[config.mk]
export PLATFORM = sky130hd
export DESIGN_NAME = cla_result_fifo
export DESIGN_NICKNAME = d
export VERILOG_FILES = /design/src/rtl/cla_result_fifo.sv
export SDC_FILE = /design/constraint.sdc
export NUM_CORES = 1
export LEC_CHECK = 0
export BUFFER_PORTS_ARGS = -buffer_cell sky130_fd_sc_hd__buf_2
export CORE_MARGIN = 5
export CORE_UTILIZATION = 55
export CTS_BUF_LIST = sky130_fd_sc_hd__clkbuf_8
export DETAILED_ROUTE_END_ITERATION = 16
export PLACE_DENSITY = 0.77
export SETUP_SLACK_MARGIN = 0.1
export SYNTH_ARGS = -nofsm -noshare
export SYNTH_HDL_FRONTEND = slang
export SYNTH_SLANG_ARGS = --single-unit
[constraint.sdc]
create_clock -name clock -period 6.4 [get_ports clock]
set_input_delay 0.64 -clock clock [delete_from_list [all_inputs] [get_ports clock]]
set_output_delay 0.64 -clock clock [all_outputs]
set_load 0.005 [all_outputs]
[src/rtl/cla_result_fifo.sv]
// Result FIFO behind the 64-bit CLA: buffers {carry, sum} words and hands them out over valid/ready.
// Also tracks a sticky overflow flag and a saturating count of accepted carry-out results.
module cla_result_fifo #(
    parameter int WIDTH  = 64,
    parameter int DEPTH  = 4,
    parameter int ADDR_W = 2,
    parameter int CCNT_W = 8
) (
    input  logic              clock,
    input  logic              reset,
    input  logic              in_valid,
    input  logic [WIDTH-1:0]  in_sum,
    input  logic              in_carry,
    output logic              in_ready,
    output logic              out_valid,
    output logic [WIDTH-1:0]  out_sum,
    output logic              out_carry,
    input  logic              out_ready,
    output logic [ADDR_W:0]   count,
    output logic              overflow,
    output logic [CCNT_W-1:0] carry_cnt
);

    localparam logic [ADDR_W:0]   FullCount = (ADDR_W+1)'(DEPTH);
    localparam logic [ADDR_W:0]   CountOne  = (ADDR_W+1)'(1);
    localparam logic [ADDR_W-1:0] PtrOne    = ADDR_W'(1);
    localparam logic [CCNT_W-1:0] CarryOne  = CCNT_W'(1);
    localparam logic [CCNT_W-1:0] CarryMax  = '1;

    logic [WIDTH:0]      mem_q [DEPTH];
    logic [ADDR_W-1:0]   wr_ptr_q, wr_ptr_d;
    logic [ADDR_W-1:0]   rd_ptr_q, rd_ptr_d;
    logic [ADDR_W:0]     count_q, count_d;
    logic                overflow_q, overflow_d;
    logic [CCNT_W-1:0]   carry_cnt_q, carry_cnt_d;
    logic                push, pop;
    logic [WIDTH:0]      head;

    // Full blocks the push even when a pop happens in the same cycle.
    assign in_ready  = (count_q != FullCount);
    assign out_valid = (count_q != '0);
    assign push      = in_valid & in_ready;
    assign pop       = out_valid & out_ready;

    assign head      = mem_q[rd_ptr_q];
    assign out_sum   = out_valid ? head[WIDTH-1:0] : '0;
    assign out_carry = out_valid ? head[WIDTH]     : 1'b0;

    assign count     = count_q;
    assign overflow  = overflow_q;
    assign carry_cnt = carry_cnt_q;

    always_comb begin
        wr_ptr_d    = wr_ptr_q;
        rd_ptr_d    = rd_ptr_q;
        count_d     = count_q;
        overflow_d  = overflow_q;
        carry_cnt_d = carry_cnt_q;

        if (push) begin
            wr_ptr_d = wr_ptr_q + PtrOne;
        end
        if (pop) begin
            rd_ptr_d = rd_ptr_q + PtrOne;
        end

        if (push && !pop) begin
            count_d = count_q + CountOne;
        end else if (pop && !push) begin
            count_d = count_q - CountOne;
        end

        if (in_valid && !in_ready) begin
            overflow_d = 1'b1;
        end

        if (push && in_carry && (carry_cnt_q != CarryMax)) begin
            carry_cnt_d = carry_cnt_q + CarryOne;
        end
    end

    always_ff @(posedge clock) begin
        if (reset) begin
            wr_ptr_q    <= '0;
            rd_ptr_q    <= '0;
            count_q     <= '0;
            overflow_q  <= 1'b0;
            carry_cnt_q <= '0;
        end else begin
            wr_ptr_q    <= wr_ptr_d;
            rd_ptr_q    <= rd_ptr_d;
            count_q     <= count_d;
            overflow_q  <= overflow_d;
            carry_cnt_q <= carry_cnt_d;
        end
    end

    // Storage is never cleared; stale words are masked by the occupancy count.
    always_ff @(posedge clock) begin
        if (!reset && push) begin
            mem_q[wr_ptr_q] <= {in_carry, in_sum};
        end
    end

endmodule

==> impl_metrics.toml <==
[pwr]
seqPwrFrac_pct = 49.1
p_sw_uw = 1200
ir_drop_mv = 0.327
share_comb_of_total_power_pct = 23.4
power_switching_share_pct = 26.4
leakage_uw = 0.00436
clkPwrFrac_pct = 27.5
p_int_uw = 3340
power_density_nw_per_um2 = 366

[routing]
drt-met1-wl_mm = 7.95
ant_nets = 0
wl_met2_mm = 9.89
wl_per_cell_um = 20.3
top_layer = "met5"
drc = 0
dr_wl_met3_mm = 1.45
drt_iter0_drc = 377
viasPerCell = 5.42
via_count = 5262
first_pass_iters = 4
routed_wl_mm = 19.7

[layout]
final_cell_count_no_fill = 970
antennaDiodeCount = 0
fillCellCount = 1334
multi_input_area_sq_um = 2420
drive_gt1_share_pct = 38.9
final-seq-area_sq_um = 8180
area_delta_synth_final_pct = 15.7
num-nets-final = 751

[yosys]
yosysMostFrequentCell = "edfxtp_1"
synth_edf_count = 260
ys.warnings.count = 0
syn_area_sq_um = 10700
syn_area_per_cell_sq_um = 21.2
synth_seq_area_share_pct = 76.1
synthCells = 506
synth.area.top_cells = "edfxtp_1, mux4_2, and2_1"
synth_commonest_cells = "edfxtp_1, and2_1, mux4_2, dfxtp_1, nor2_1"
synth_top_area_share_pct = 72.7
synth_cell_types = 38
synth_fp_nets = 582
yosysTopAreaCell = "edfxtp_1"
synthArstFlopShare_pct = 0
ys_seq_elements = 278
synth_ff_type = "edfxtp_1"

[setup_path]
endpoint_kind = "primary output"
cp.required_ns = 5.76
crit_fanout = 39
cp.arrival_ns = 2.87
cp-start-kind = "flip-flop"
r2r_cells = 8
critical_path_class = "reg2out"

[sta]
finalClockSkew_ns = 0.0153
clock.fmax_ghz = 0.285
finalHoldViolCount = 0
post-route-period-util_pct = 54.8
setup_tns_ns = 0
relSlewSlack_pct = 22.2
worst_slew_pin_slew_ns = 1.17
rsz0062_at_grt = "false"
finalCriticalPeriod_ns = 3.51
finalSetupViolCount = 0
slew_violations = 0

[placed_design]
place.gp.congestion = 0.829
io_buffers = 147
dp.cells = 896
dp_hpwl_mm = 11.5

[die]
core.rowCount = 51
coreArea_sq_um = 19300
initial_core_util_pct = 55.5
dieWidth_um = 150
io_pins = 148
die_area_sq_um = 22400
die_h_um = 150

[clock_tree]
ctsHoldBuffers = 0
worstSkewPairLatency_ns = 0.52
cts_resized = 0
cts_setup_buffers = 0
clk_pin_slew_ns = 0.06
clockBufferDepth = 3
tritoncts = "yes"
cts_sinks = 278
h-tree-depth = 2
cts_root_buf = "clkbuf_8"
cts_made_buffers = 42

[grt]
antenna_found_initial = 4
track_usage_pct = 18.1
grt_max_degree = 69
grt_pass1_vias = 5962
grt_overflow = 0
grt_pass1_wl_mm = 31.3

[flow_run]
max_cap_viol_count = 0

[worst_hold_path]
whs_path_depth = 1
hold_path.class = "in2reg"

[outcome]
status = "complete, no violations"
[power groups by stage]
stage               Clock (uW)  Combinational [uW]  Sequential, uW
floorplan                    0                 776            2190
global placement             0                1070            2270
detailed placement           0                1090            2280
CTS                       1290                1090            2240
global route              1380                1170            2260
finish                    1250                1060            2230
[final timing paths]
| check | from | endpoint | slack [ns] |
|---|---|---|---|
| max reg2reg | count[1] | count[2] | 3.37 |
| max | flip-flop | out_sum[33] | 2.89 |
| min reg2reg | overflow | overflow | 0.47 |
| min | in_sum[3] | mem_q[0][3] | 0.33 |
[sequential cells by signal, summed over array words and instances (netlist names), named ones only]
| register | cells |
|---|---|
| count | 3 |
| wr_ptr_q | 2 |
| rd_ptr_q | 2 |
| carry_cnt | 8 |
| overflow | 1 |
| mem_q | 260 |
[final cells by class]
class                           count  area share (%)
Sequential cell                   278            65.8
Multi-Input combinational cell    200            19.5
Timing Repair Buffer              148            5.98
Clock buffer                       45            4.99
Tap cell                          265            2.67
Clock inverter                     29           0.917
Inverter                            5           0.151
[kinds of logic (layout without fill, tap and decap cells)]
kind of cell / Yosys count / count (layout) / synth area share, %
adder cells (fa/ha/maj): 7 / 7 / 0.886
buffers and inverters: 28 / 227 / 1.48
XOR/XNOR: 7 / 7 / 0.571
flip-flops: 278 / 278 / 76.1
AND/OR/NAND/NOR: 106 / 106 / 6.03
AO/OA/AOI/OAI: 10 / 10 / 0.839
multiplexers: 70 / 70 / 14.1
[per-stage QoR]
| step | hold WS, ns | area [sq um] | setup slack (ns) | total power [uW] | util (%) |
|---|---|---|---|---|---|
| after detailed placement | 0.457 | 11700 | 3.31 | 3370 | 60.5 |
| after CTS | 0.300 | 12400 | 2.74 | 4620 | 64.2 |
| after global routing | 0.298 | 12400 | 2.58 | 4800 | 64.2 |
| final | 0.332 | 12400 | 2.89 | 4540 | 64.2 |
| after global placement | 0.448 | 11700 | 3.31 | 3340 | 60.5 |
| after floorplan | 0.460 | 10700 | 3.41 | 2970 | - |
[routing by layer]
| layer | up-vias | GRT usage, % |
|---|---|---|
| met1 | 2676 | 23.0 |
| met4 | 8 | 4.85 |
| met3 | 39 | 5.69 |
| met5 | - | 0 |
| li1 | 2372 | - |
| met2 | 167 | 30.7 |
[cells in the final DEF, fill, tap and decap left out, types with 2 or more instances in the layout]
| master | n |
|---|---|
| nand3_1 | 5 |
| a21oi_1 | 3 |
| inv_1 | 27 |
| mux2i_1 | 4 |
| xnor2_1 | 3 |
| mux4_2 | 65 |
| xor2_1 | 4 |
| buf_2 | 147 |
| clkbuf_8 | 45 |
| edfxtp_1 | 260 |
| dfxtp_4 | 2 |
| nor2_1 | 16 |
| and2_1 | 65 |
| dfxtp_1 | 16 |
| nand2_1 | 3 |
| and2_4 | 4 |
| clkinv_1 | 5 |
| ha_1 | 6 |
[worst max-delay path: stages (launching register included)]
cell and delay [ns]:
dfxtp_4 0.70, buf_4 0.71, mux4_2 0.60, and2_1 0.19
buf_2 0.13
No activity file was read; power rests on OpenSTA's default activity.
